File: src/rtl/rx_window_strobe_pkg.sv
// Shared types and constants for the receive-window strobe generator.
package rx_window_strobe_pkg;

  typedef enum logic [1:0] {
    ST_IDLE   = 2'd0,
    ST_ACTIVE = 2'd1,
    ST_DONE   = 2'd2
  } state_t;

  localparam int SYNC_STAGES_DEF = 2;
  localparam int MIN_PERIOD      = 1;

  // debugbus layout: {state[1:0], gate_s, strobe, gate_enable, trunc_flag, period_cnt[7:0], 2'b0}
  localparam int DBG_STATE_LSB = 14;
  localparam int DBG_GATE_S    = 13;
  localparam int DBG_STROBE    = 12;
  localparam int DBG_GATE_EN   = 11;
  localparam int DBG_TRUNC     = 10;
  localparam int DBG_PCNT_LSB  = 2;

endpackage

File: src/rtl/rx_window_strobe_gate_sync.sv
// Multi-flop synchronizer for the asynchronous receive gate, with rising-edge detect.
module rx_window_strobe_gate_sync
  import rx_window_strobe_pkg::*;
#(
  parameter int STAGES = SYNC_STAGES_DEF
) (
  input  logic clk,
  input  logic reset,
  input  logic gate_in,
  output logic gate_s,
  output logic rise
);

  logic [STAGES-1:0] sync_q;
  logic              gate_prev;

  // NOTE: non-blocking assignments so every flop samples its pre-edge input.
  always_ff @(posedge clk or negedge reset) begin
    if (!reset) begin
      sync_q    <= '0;
      gate_prev <= 1'b0;
    end else begin
      sync_q    <= {sync_q[STAGES-2:0], gate_in};
      gate_prev <= sync_q[STAGES-1];
    end
  end

  assign gate_s = sync_q[STAGES-1];
  assign rise   = gate_s & ~gate_prev;

endmodule

File: src/rtl/rx_window_strobe.sv
// Turns the raw receive-window gate into decimated sample strobes and a gate_enable
// for the FIFO block, with per-window sample and window counters.
module rx_window_strobe
  import rx_window_strobe_pkg::*;
#(
  parameter int DECIM_W     = 8,
  parameter int COUNT_W     = 16,
  parameter int SYNC_STAGES = SYNC_STAGES_DEF
) (
  input  logic               clk,
  input  logic               reset,
  input  logic               gate_in,
  input  logic               enable,
  input  logic [DECIM_W-1:0] decim,
  input  logic [3:0]         channels,
  input  logic [COUNT_W-1:0] max_samples,
  input  logic               clear_status,
  output logic               strobe,
  output logic               gate_enable,
  output logic [COUNT_W-1:0] sample_count,
  output logic [15:0]        window_count,
  output logic               trunc_flag,
  output logic [15:0]        debugbus
);

  // Period register must hold both decim and the channel count.
  localparam int PW = (DECIM_W > 4) ? DECIM_W : 4;

  logic gate_s;
  logic rise;

  rx_window_strobe_gate_sync #(
    .STAGES (SYNC_STAGES)
  ) u_gate_sync (
    .clk     (clk),
    .reset   (reset),
    .gate_in (gate_in),
    .gate_s  (gate_s),
    .rise    (rise)
  );

  state_t            state, state_d;
  logic [PW-1:0]     period_q, period_d;
  logic [PW-1:0]     pcnt_q, pcnt_d;
  logic [PW-1:0]     decim_ext, ch_ext, p_new;
  logic [COUNT_W-1:0] count_d, cnt_inc;
  logic [15:0]       wcount_d;
  logic              trunc_d;
  logic              strobe_d, gate_en_d;

  always_comb begin
    decim_ext = PW'(decim);
    ch_ext    = (channels == 4'd0) ? PW'(1) : PW'(channels);
    p_new     = (decim_ext > ch_ext) ? decim_ext : ch_ext;
    if (p_new < PW'(MIN_PERIOD)) p_new = PW'(MIN_PERIOD);
  end

  assign cnt_inc = (sample_count == {COUNT_W{1'b1}}) ? sample_count
                                                     : sample_count + COUNT_W'(1);

  // NOTE: every variable gets a default first so no path can infer a latch.
  always_comb begin
    state_d  = state;
    period_d = period_q;
    pcnt_d   = pcnt_q;
    count_d  = sample_count;
    wcount_d = window_count;
    trunc_d  = trunc_flag;
    if (clear_status) trunc_d = 1'b0;

    unique case (state)
      ST_IDLE: begin
        if (rise && enable) begin
          state_d  = ST_ACTIVE;
          period_d = p_new;
          pcnt_d   = '0;
          count_d  = '0;
          wcount_d = window_count + 16'd1;
        end
      end
      ST_ACTIVE: begin
        pcnt_d = (pcnt_q >= period_q - PW'(1)) ? '0 : pcnt_q + PW'(1);
        if (strobe) count_d = cnt_inc;
        // Gate loss takes priority over truncation; the strobe still counts.
        if (!gate_s) begin
          state_d = ST_IDLE;
          pcnt_d  = '0;
        end else if (strobe && (max_samples != '0) && (cnt_inc == max_samples)) begin
          state_d = ST_DONE;
          pcnt_d  = '0;
          trunc_d = 1'b1;
        end
      end
      ST_DONE: begin
        if (!gate_s) state_d = ST_IDLE;
      end
      default: state_d = ST_IDLE;
    endcase
  end

  // Outputs are registered from the next-state view so they line up with state.
  assign strobe_d  = (state_d == ST_ACTIVE) && (pcnt_d == '0);
  assign gate_en_d = (state_d == ST_ACTIVE);

  always_ff @(posedge clk or negedge reset) begin
    if (!reset) begin
      state        <= ST_IDLE;
      period_q     <= PW'(MIN_PERIOD);
      pcnt_q       <= '0;
      sample_count <= '0;
      window_count <= '0;
      trunc_flag   <= 1'b0;
      strobe       <= 1'b0;
      gate_enable  <= 1'b0;
    end else begin
      state        <= state_d;
      period_q     <= period_d;
      pcnt_q       <= pcnt_d;
      sample_count <= count_d;
      window_count <= wcount_d;
      trunc_flag   <= trunc_d;
      strobe       <= strobe_d;
      gate_enable  <= gate_en_d;
    end
  end

  logic [7:0] pcnt_dbg;

  if (PW >= 8) begin : g_dbg_trunc
    assign pcnt_dbg = pcnt_q[7:0];
  end else begin : g_dbg_ext
    assign pcnt_dbg = 8'(pcnt_q);
  end

  always_comb begin
    debugbus                       = '0;
    debugbus[DBG_STATE_LSB +: 2]   = state;
    debugbus[DBG_GATE_S]           = gate_s;
    debugbus[DBG_STROBE]           = strobe;
    debugbus[DBG_GATE_EN]          = gate_enable;
    debugbus[DBG_TRUNC]            = trunc_flag;
    debugbus[DBG_PCNT_LSB +: 8]    = pcnt_dbg;
  end

endmodule

File: config.mk
export PLATFORM = sky130hd
export DESIGN_NAME = rx_window_strobe
export DESIGN_NICKNAME = d
export VERILOG_FILES = /design/src/rtl/rx_window_strobe_pkg.sv /design/src/rtl/rx_window_strobe_gate_sync.sv /design/src/rtl/rx_window_strobe.sv
export SDC_FILE = /design/constraint.sdc
export NUM_CORES = 1
export LEC_CHECK = 0
export BUFFER_PORTS_ARGS = -buffer_cell sky130_fd_sc_hd__buf_2
export CAP_MARGIN = 20
export CORE_AREA = 2 2 96 98
export CTS_CLUSTER_SIZE = 8
export DETAILED_ROUTE_END_ITERATION = 10
export DIE_AREA = 0 0 98 100
export GPL_TIMING_DRIVEN = 0
export MAX_ROUTING_LAYER = met4
export PLACE_DENSITY_LB_ADDON = 0.3
export REMOVE_ABC_BUFFERS = 1
export SYNTH_ARGS = -nofsm -noshare
export SYNTH_HDL_FRONTEND = slang
export SYNTH_SLANG_ARGS = --single-unit
File: constraint.sdc
create_clock -name clk -period 2.7 [get_ports clk]
set_input_delay 0.27 -clock clk [delete_from_list [all_inputs] [get_ports clk]]
set_output_delay 0.27 -clock clk [all_outputs]
set_load 0.02 [all_outputs]
==> results.py, run 1 <==
metrics = {
    "cts": {
        "cts_tree": "done",
        "cts_sinks": 56,
        "cts_buffer_depth": 2,
        "cts_buffers": 5,
        "clk_latency_ns": 0.31,
        "ctsHtreeMaxLevel": 2,
        "root_buffer": "clkbuf_8",
        "clkTransAtPathRegs_ns": 0.10,
    },
    "critical_path": {
        "critPathKind": "reg2reg",
        "crit_path_max_fanout": 9,
        "ff2ff_path_depth": 12,
        "startpoint_type": "flip-flop",
        "crit_path_end_kind": "flip-flop",
        "arrival_ns": 3.01,
        "cp.required_ns": 2.96,
    },
    "floorplanning": {
        "die_h_um": 100,
        "core_sq_um": 8890,
        "ioPinCount": 84,
        "die_x_um": 98,
        "placementRows": 35,
        "start_util": 0.418,
        "die-area_sq_um": 9800,
    },
    "power_and_ir_drop": {
        "ir_worst_vdd_mv": 0.410,
        "power_density_nw_per_um2": 448,
        "power.leakage_nw": 2.14,
    },
    "detailed_routing": {
        "routed_wl_um": 9710,
        "wl_per_cell_um": 15.5,
        "dr.pass1.iters": 4,
        "remaining_drc_errors": 0,
        "routed_via_density": 5.58,
        "num_vias": 3494,
        "postRouteAntennaNets": 0,
        "drt_iter0_markers": 149,
    },
    "layout": {
        "nFillCells": 885,
        "area_growth_syn_to_layout_pct": 21.7,
        "final_net_count": 563,
        "drive_above_1_share": 0.278,
        "antenna_cells": 0,
    },
    "global_routing": {
        "grt_pass1_wl_um": 16100,
        "first_global_vias": 3345,
        "gr-usage-met1": 0.259,
        "use_met3": 0.0244,
        "antenna_found_initial": 0,
        "grt_use_total": 0.206,
        "grt_max_degree": 35,
        "met2_usage": 0.345,
        "top_usage_layer": "met2",
        "overflow": 0,
    },
    "logic_synthesis": {
        "synth-seq-cells": 56,
        "synthTopCellsByArea": "dfrtp_1 37%, xnor2_1 6.8%, nand2_1 5.5%",
        "synth_top_area_share": 0.371,
        "netlist_area_sq_um": 3710,
        "async_reset_ff_frac": 1.00,
        "yosys_warnings": 0,
        "synth-edff-count": 0,
        "yosysSeqAreaShare": 0.378,
        "synth_area_leader_cell": "dfrtp_1",
        "postSynthCellCount": 429,
        "synthDistinctLibCells": 60,
        "ys.flop_type": "dfrtp_1",
        "synth.avg_cell_area_sq_um": 8.65,
    },
    "timing": {
        "finalClockSkew_ns": 0.00509,
        "slew_violations": 0,
        "period_minus_slack_ns": 2.75,
        "fin_crit_sh": 1.02,
        "tns_ns": -0.123,
        "rsz0062_at_grt": "yes",
        "setup_violations": 6,
        "worst_slew_pin_slew_ns": 0.664,
        "setup_ws_ns": -0.0519,
        "slew_headroom": 0.556,
        "hold_viol": 0,
        "fmax_ghz": 0.363,
    },
    "placement": {
        "gp_congestion": 0.941,
        "dp.final_hpwl_um": 7040,
        "port-buffer-count": 81,
        "place_ws_ns": -0.951,
    },
    "job": {
        "cap_violations": 0,
    },
    "outcome": {
        "outcome": "finished, violations left",
        "violations": "negative setup slack",
    },
    "min_path": {
        "holdCritPathClass": "in2reg",
        "hold_path_depth": 1,
    },
}
[layout by cell type (no fill, tap or decap), drive strengths merged, types with 2 or more instances in the layout]
master,n
o31ai,5
a21o,3
nand4,12
mux2i,8
nor4,11
o21ai,32
nor3,14
xnor2,29
o21a,3
buf,99
conb,2
a21oi,15
nor2,31
and3,10
and2,3
a31oi,3
xor2,10
or2,3
nand3,21
clkbuf,5
clkinv,2
o2111ai,4
a2111oi,2
and4,4
nand2,55
nand2b,5
o211ai,2
nor2b,10
ha,16
a211oi,2
a41oi,3
dfrtp,55
o22ai,2
inv,16
[logic make-up (layout without fill, tap and decap cells)]
group | Yosys count | in the layout | synth area share
AO/OA/AOI/OAI | 89 | 89 | 0.158
XOR/XNOR | 39 | 39 | 0.0920
adder cells (fa/ha/maj) | 16 | 16 | 0.0539
buffers and inverters | 38 | 123 | 0.0489
flip-flops | 56 | 56 | 0.378
multiplexers | 8 | 8 | 0.0216
other | 1 | 2 | 0.00101
AND/OR/NAND/NOR | 182 | 182 | 0.247
[worst max-delay path: stages (launching register included)]
cell       delay, ns
dfrtp_2         0.45
ha_4            0.18
nand4_1         0.20
nor2_2          0.10
and2_4          0.18
and3_1          0.18
a311o_1         0.35
a2111oi_4       0.32
nand4_1         0.14
buf_6           0.17
buf_4           0.14
nor3_1          0.13
o21a_1          0.13
[final timing paths]
check | startpoint | end | slack (ns)
worst max-delay path | sample_count[0] | state[1] | -0.05
worst min-delay path | gate_in | u_gate_sync.sync_q[0] | 0.06
worst max register to register | sample_count[0] | state[1] | -0.05
worst min register to register | u_gate_sync.sync_q[0] | u_gate_sync.sync_q[1] | 0.36
max in group asynchronous | reset | period_q[0] | 1.56
min in group asynchronous | reset | sample_count[6] | 0.49
[cell type report]
class / instances / area (sq um) / area share
Inverter: 15 / 56.3 / 0.0125
Tap cell: 111 / 139 / 0.0307
Clock inverter: 3 / 22.5 / 0.00498
Timing Repair Buffer: 100 / 574 / 0.127
Multi-Input combinational cell: 336 / 2240 / 0.496
Sequential cell: 56 / 1420 / 0.314
Clock buffer: 5 / 68.8 / 0.0152
[through the flow]
step	power, mW	cells	util	cell area (sq um)	hold WS (ns)
global route	2.16	626	0.508	4520	0.0444
CTS	2.05	625	0.503	4470	0.0478
finish	2.02	626	0.508	4520	0.0574
detailed placement	1.53	601	0.469	4170	0.311
floorplan	1.34	407	-	3590	-0.0256
global placement	1.52	599	0.465	4140	0.332
[what timing repair did]
item	in CTS	in global routing
setup buffers	15	1
pin swaps	8	9
hold buffers	1	0
endpoints found under the hold margin	22	0
setup endpoints to repair	13	13
gates resized for setup	27	8
cloned	0	0
[power by group]
group	internal, mW	switching [mW]
logic	0.229	0.313
clock network	0.187	0.287
registers	0.914	0.0942
total	1.33	0.694
[sequential cells by signal, summed over array words and instances, names as in the netlist]
signal	cells
period_q	8
state	2
u_gate_sync.gate_prev	1
u_gate_sync.sync_q	2
trunc_flag	1
window_count	16
sample_count	16
strobe	1
gate_enable	1
pcnt_dbg	8
[per-layer routing]
layer | vias to the layer above | share of wire
li1 | 1704 | -
met1 | 1676 | 0.45
met2 | 100 | 0.49
met3 | 14 | 0.050
met4 | 0 | 0.017
met5 | - | 0
[Yosys cell counts (2+ instances only)]
| library cell | n |
|---|---|
| xnor2_1 | 29 |
| dfrtp_1 | 55 |
| o211ai_1 | 2 |
| nand4_1 | 12 |
| o21ai_0 | 31 |
| nor3_1 | 13 |
| o31ai_1 | 5 |
| nand2_1 | 54 |
| nor2_1 | 31 |
| a21o_1 | 3 |
| o22ai_1 | 2 |
| a31oi_1 | 3 |
| ha_1 | 16 |
| nand3_1 | 20 |
| o21a_1 | 3 |
| xor2_1 | 10 |
| or2_2 | 3 |
| clkbuf_1 | 8 |
| and4_1 | 4 |
| nand2b_1 | 5 |
| inv_1 | 15 |
| a211oi_1 | 2 |
| nor4_1 | 11 |
| o2111ai_1 | 4 |
| and3_1 | 10 |
| buf_4 | 6 |
| a21oi_1 | 14 |
| a41oi_1 | 3 |
| buf_2 | 6 |
| and2_1 | 3 |
| mux2i_1 | 8 |
| nor2b_1 | 10 |
(Power assumes the default switching activity.)
==> run 2: changes to the inputs <==
- clock period: 2.7 -> 2.5 ns (I/O delays scaled with it)
==> run 2 against run 1 <==
- the flow still finishes with violations (negative setup slack)
- sequential share of layout area down 0.23 points
- flip-flop and latch count unchanged
- total power up 8.5%
- cell count unchanged
- first-iteration DRC count down 4.0%
- sequential power up 8%
- combinational power up 9.0%
- maximum frequency up 1.9%
- core utilization up 0.38 points
- register-to-register slack worse by 0.15 ns
- routed wire length up 0.30%
==> results.py, run 2 (same netlist as run 1, synthesis figures left out) <==
metrics = {
    "timing": {
        "slew_violations": 0,
        "slew_headroom": 0.513,
        "finalClockSkew_ns": 0.00829,
        "fin_crit_sh": 1.08,
        "fmax_ghz": 0.370,
        "setup_ws_ns": -0.200,
        "hold_viol": 0,
        "worst_slew_pin_slew_ns": 0.727,
        "setup_violations": 13,
        "rsz0062_at_grt": "yes",
        "period_minus_slack_ns": 2.70,
    },
    "critical_path": {
        "timing.critical_path.buf_inv": 2,
        "startpoint_type": "flip-flop",
        "arrival_ns": 2.96,
        "cp.required_ns": 2.76,
        "slowest_stage": "dfrtp_2",
        "reg2reg_setup_slack_ns": -0.20,
        "worstPathCellList": "ha_4, nand4_1, or2_4, nor3_4, mux2i_1, xnor2_1, nor4_1, nand4_1, buf_6, buf_6, nor3_2, o21a_1",
        "critPathKind": "reg2reg",
        "crit_path_end_kind": "flip-flop",
        "crit_family": "simple AND/OR/NAND/NOR gates",
        "slowest_delay_ns": 0.42,
        "crit_path_max_fanout": 9,
    },
    "global_routing": {
        "grt_max_degree": 35,
        "grt_use_total": 0.206,
        "antenna_found_initial": 0,
        "overflow": 0,
        "grt_pass1_wl_um": 16100,
        "first_global_vias": 3338,
    },
    "power_and_ir_drop": {
        "p_total_mw": 2.20,
        "ir_worst_vdd_mv": 0.444,
        "power_density_nw_per_um2": 482,
        "power.leakage_nw": 2.14,
    },
    "cts": {
        "cts_sinks": 56,
        "root_buffer": "clkbuf_8",
        "cts_buffer_depth": 2,
        "cts_buffers": 5,
        "clk_latency_ns": 0.31,
        "ctsHtreeMaxLevel": 2,
        "clkTransAtPathRegs_ns": 0.11,
        "cts_tree": "done",
    },
    "placement": {
        "dp.cells": 601,
        "dp.final_hpwl_um": 7040,
        "place_area_sq_um": 4170,
        "gp_congestion": 0.941,
        "port-buffer-count": 81,
    },
    "min_path": {
        "holdCritPathClass": "in2reg",
    },
    "floorplanning": {
        "die-area_sq_um": 9800,
        "ioPinCount": 84,
        "placementRows": 35,
        "die_h_um": 100,
        "start_util": 0.418,
        "die_x_um": 98,
        "core_sq_um": 8890,
    },
    "layout": {
        "drive_above_1_share": 0.287,
        "fin_cells": 626,
        "multiInputGateArea_sq_um": 2270,
        "register_area_sq_um": 1420,
        "fin_area_sq_um": 4550,
        "post-route-util": 0.512,
        "antenna_cells": 0,
        "reg_top3": "sample_count: 16 flops, window_count: 16 flops",
        "layout_common_cells": "81 x buf_2, 53 x nand2_1, 43 x dfrtp_1",
        "area_growth_syn_to_layout_pct": 22.6,
        "final_net_count": 563,
        "layout_commonest_cell": "buf_2",
        "nFillCells": 883,
    },
    "detailed_routing": {
        "routed_wl_um": 9740,
        "dr.pass1.iters": 5,
        "drt_iter0_markers": 143,
        "remaining_drc_errors": 0,
        "wl_per_cell_um": 15.6,
        "num_vias": 3519,
        "routed_via_density": 5.62,
        "postRouteAntennaNets": 0,
    },
    "job": {
        "cap_violations": 0,
    },
    "outcome": {
        "outcome": "finished, violations left",
        "violations": "negative setup slack",
    },
}
run 2: final timing paths:
kind,end,start,cells past startpoint
setup reg to reg,state[1],sample_count[0],12
hold reg to reg,u_gate_sync.sync_q[1],u_gate_sync.sync_q[0],0
hold / removal,u_gate_sync.sync_q[0],gate_in,1
max in group asynchronous,period_q[0],reset,3
setup / recovery,state[1],sample_count[0],12
min in group asynchronous,sample_count[6],reset,2
run 2: worst reg2reg max path, stage by stage, from the launching register on:
cell	delay, ns
dfrtp_2	0.42
ha_4	0.16
nand4_1	0.21
or2_4	0.37
nor3_4	0.20
mux2i_1	0.24
xnor2_1	0.09
nor4_1	0.30
nand4_1	0.14
buf_6	0.17
buf_6	0.13
nor3_2	0.09
o21a_1	0.12
run 2: final cells by class:
type / count / area share
Multi-Input combinational cell: 336 / 0.499
Sequential cell: 56 / 0.311
Timing Repair Buffer: 100 / 0.127
Tap cell: 111 / 0.0305
Clock buffer: 5 / 0.0151
Inverter: 15 / 0.0124
Clock inverter: 3 / 0.00495
run 2: routing by layer:
| layer | wire [um] | vias to the layer above | part of all wire | global-route usage |
|---|---|---|---|---|
| met2 | 4650 | 129 | 0.48 | 0.343 |
| met1 | 4240 | 1663 | 0.44 | 0.257 |
| li1 | - | 1703 | - | - |
| met4 | 242 | 0 | 0.025 | 0.0780 |
| met5 | 0 | - | 0 | - |
| met3 | 605 | 24 | 0.062 | 0.0258 |
run 2: metrics by stage:
step                      worst slack (ns)  setup TNS, ns  hold slack [ns]
after floorplan                     -0.525          -6.13          -0.0456
after global placement               -1.16         -26.36            0.332
after detailed placement             -1.15         -13.25            0.291
after CTS                           -0.161          -1.43           0.0278
after global routing                -0.309          -3.55           0.0244
final                               -0.200          -2.12           0.0388
run 2: power breakdown:
group / switching, mW / internal, mW / leakage, nW
logic: 0.342 / 0.250 / 1.36
clock network: 0.313 / 0.202 / 0.0485
registers: 0.102 / 0.987 / 0.731
total: 0.757 / 1.44 / 2.14
run 2: what timing repair did:
action	in CTS	in global routing
endpoints found under the setup margin	13	13
pin swaps	8	5
setup buffers	15	1
hold endpoints to repair	22	0
cloned	0	0
resized for setup	34	9
hold buffers	1	0
==> run 3: changes to the inputs <==
- ABC_AREA: unset -> 0
- CORE_AREA: 2 2 96 98 -> 2 2 135 71
- DIE_AREA: 0 0 98 100 -> 0 0 137 73
==> run 3 against run 2 <==
- the run still ends with negative setup slack left
- register-to-register slack is essentially flat
- via count up 4.0%
- combinational power is 5.6% higher
- clock skew increased by 0.0011 ns
- die area up 2.1%
- largest cell class unchanged
==> results.py, run 3 (same netlist as run 1, synthesis figures left out) <==
metrics = {
    "timing": {
        "hold_viol": 0,
        "tns_ns": -1.93,
        "rsz0062_at_grt": "yes",
        "fin_crit_sh": 1.08,
        "setup_violations": 13,
        "hold_slack_ns": 0.0598,
        "slew_headroom": 0.511,
        "fmax_ghz": 0.369,
        "worst_slew_pin_slew_ns": 0.731,
        "period_minus_slack_ns": 2.71,
        "slew_violations": 0,
        "setup_ws_ns": -0.212,
        "finalClockSkew_ns": 0.00942,
    },
    "job": {
        "cap_violations": 0,
    },
    "critical_path": {
        "crit_path_max_fanout": 8,
        "arrival_ns": 2.89,
        "startpoint_type": "flip-flop",
        "crit_path_end_kind": "flip-flop",
        "cp.required_ns": 2.68,
        "critPathKind": "reg2reg",
    },
    "cts": {
        "ctsHtreeMaxLevel": 2,
        "clk_latency_ns": 0.30,
        "cts_sinks": 56,
        "root_buffer": "clkbuf_16",
        "clkTransAtPathRegs_ns": 0.08,
        "cts_buffer_depth": 2,
        "cts_tree": "done",
        "cts_buffers": 5,
    },
    "layout": {
        "layout_commonest_cell": "buf_2",
        "area_growth_syn_to_layout_pct": 31.2,
        "drive_above_1_share": 0.345,
        "layout_common_cells": "81 x buf_2, 50 x nand2_1, 41 x dfrtp_1",
        "final_net_count": 579,
        "reg_top3": "sample_count: 16 flops, window_count: 16 flops",
        "nFillCells": 827,
        "antenna_cells": 0,
    },
    "detailed_routing": {
        "num_vias": 3661,
        "postRouteAntennaNets": 0,
        "drt_iter0_markers": 331,
        "dr.pass1.iters": 4,
        "wl_per_cell_um": 17.0,
        "routed_via_density": 5.62,
        "remaining_drc_errors": 0,
        "routed_wl_um": 11100,
    },
    "outcome": {
        "violations": "negative setup slack",
        "outcome": "finished, violations left",
    },
    "placement": {
        "dp.final_hpwl_um": 7850,
        "gp_congestion": 0.998,
        "port-buffer-count": 81,
        "place_ws_ns": -1.14,
    },
    "global_routing": {
        "first_global_vias": 3317,
        "grt_pass1_wl_um": 17000,
        "overflow": 0,
        "grt_max_degree": 39,
        "grt_use_total": 0.226,
        "antenna_found_initial": 0,
    },
    "floorplanning": {
        "die-area_sq_um": 10000,
        "placementRows": 25,
        "ioPinCount": 84,
        "die_h_um": 73,
        "start_util": 0.412,
        "die_x_um": 137,
        "core_sq_um": 9010,
    },
    "min_path": {
        "holdCritPathClass": "in2reg",
    },
    "power_and_ir_drop": {
        "power.leakage_nw": 2.29,
        "power_density_nw_per_um2": 501,
        "p_total_mw": 2.44,
        "ir_worst_vdd_mv": 0.324,
    },
}
run 3: metrics by stage:
step / util / area, sq um / std cells
3_3_place_gp: 0.460 / 4150 / 609
2_1_floorplan: - / 3590 / 407
3_5_place_dp: 0.464 / 4180 / 611
5_1_grt: 0.541 / 4870 / 652
4_1_cts: 0.515 / 4640 / 638
6_report: 0.541 / 4870 / 652
run 3: path summary, 6_finish.rpt:
check | startpoint | end | slack, ns | cells past startpoint
min in group asynchronous | reset | pcnt_dbg[5] | 0.44 | 2
hold / removal | gate_in | u_gate_sync.sync_q[0] | 0.06 | 1
hold reg to reg | u_gate_sync.sync_q[0] | u_gate_sync.sync_q[1] | 0.36 | 0
setup reg to reg | sample_count[0] | pcnt_dbg[6] | -0.21 | 12
max in group asynchronous | reset | sample_count[2] | 1.47 | 3
setup / recovery | sample_count[0] | pcnt_dbg[6] | -0.21 | 12
run 3: timing repair:
item | in CTS | in global routing
buffers inserted | 18 | 14
gates resized for setup | 43 | 25
setup endpoints to repair | 13 | 13
hold endpoints to repair | 17 | 0
hold buffers | 1 | 0
pin swaps | 9 | 12
run 3: cell type report:
type / instances / area, sq um / area share
clock buffer: 5 / 125 / 0.0257
clock inverter: 3 / 22.5 / 0.00462
inverter: 15 / 56.3 / 0.0116
multi-input combinational: 336 / 2380 / 0.489
sequential: 56 / 1420 / 0.291
tap: 121 / 151 / 0.0311
timing repair buffer: 116 / 716 / 0.147
run 3: critical path, stage by stage (launching register included):
cell     delay (ns)
dfrtp_2        0.39
ha_4           0.14
nand4_1        0.22
or2_4          0.38
nor3_4         0.17
mux2i_2        0.26
xnor2_1        0.11
nor4_2         0.28
nand4_1        0.15
buf_6          0.18
buf_6          0.12
nand4_1        0.09
mux2i_1        0.09
run 3: metal layers:
layer,global-route usage,vias up,share of wire
met1,0.342,1788,0.51
met5,-,-,0
met4,0.0355,0,0.0056
met2,0.301,120,0.41
met3,0.0611,6,0.079
li1,-,1747,-
run 3: power breakdown:
group | internal (mW) | switching [mW] | total, mW
clock network | 0.376 | 0.348 | 0.725
registers | 0.988 | 0.102 | 1.09
logic | 0.259 | 0.366 | 0.625
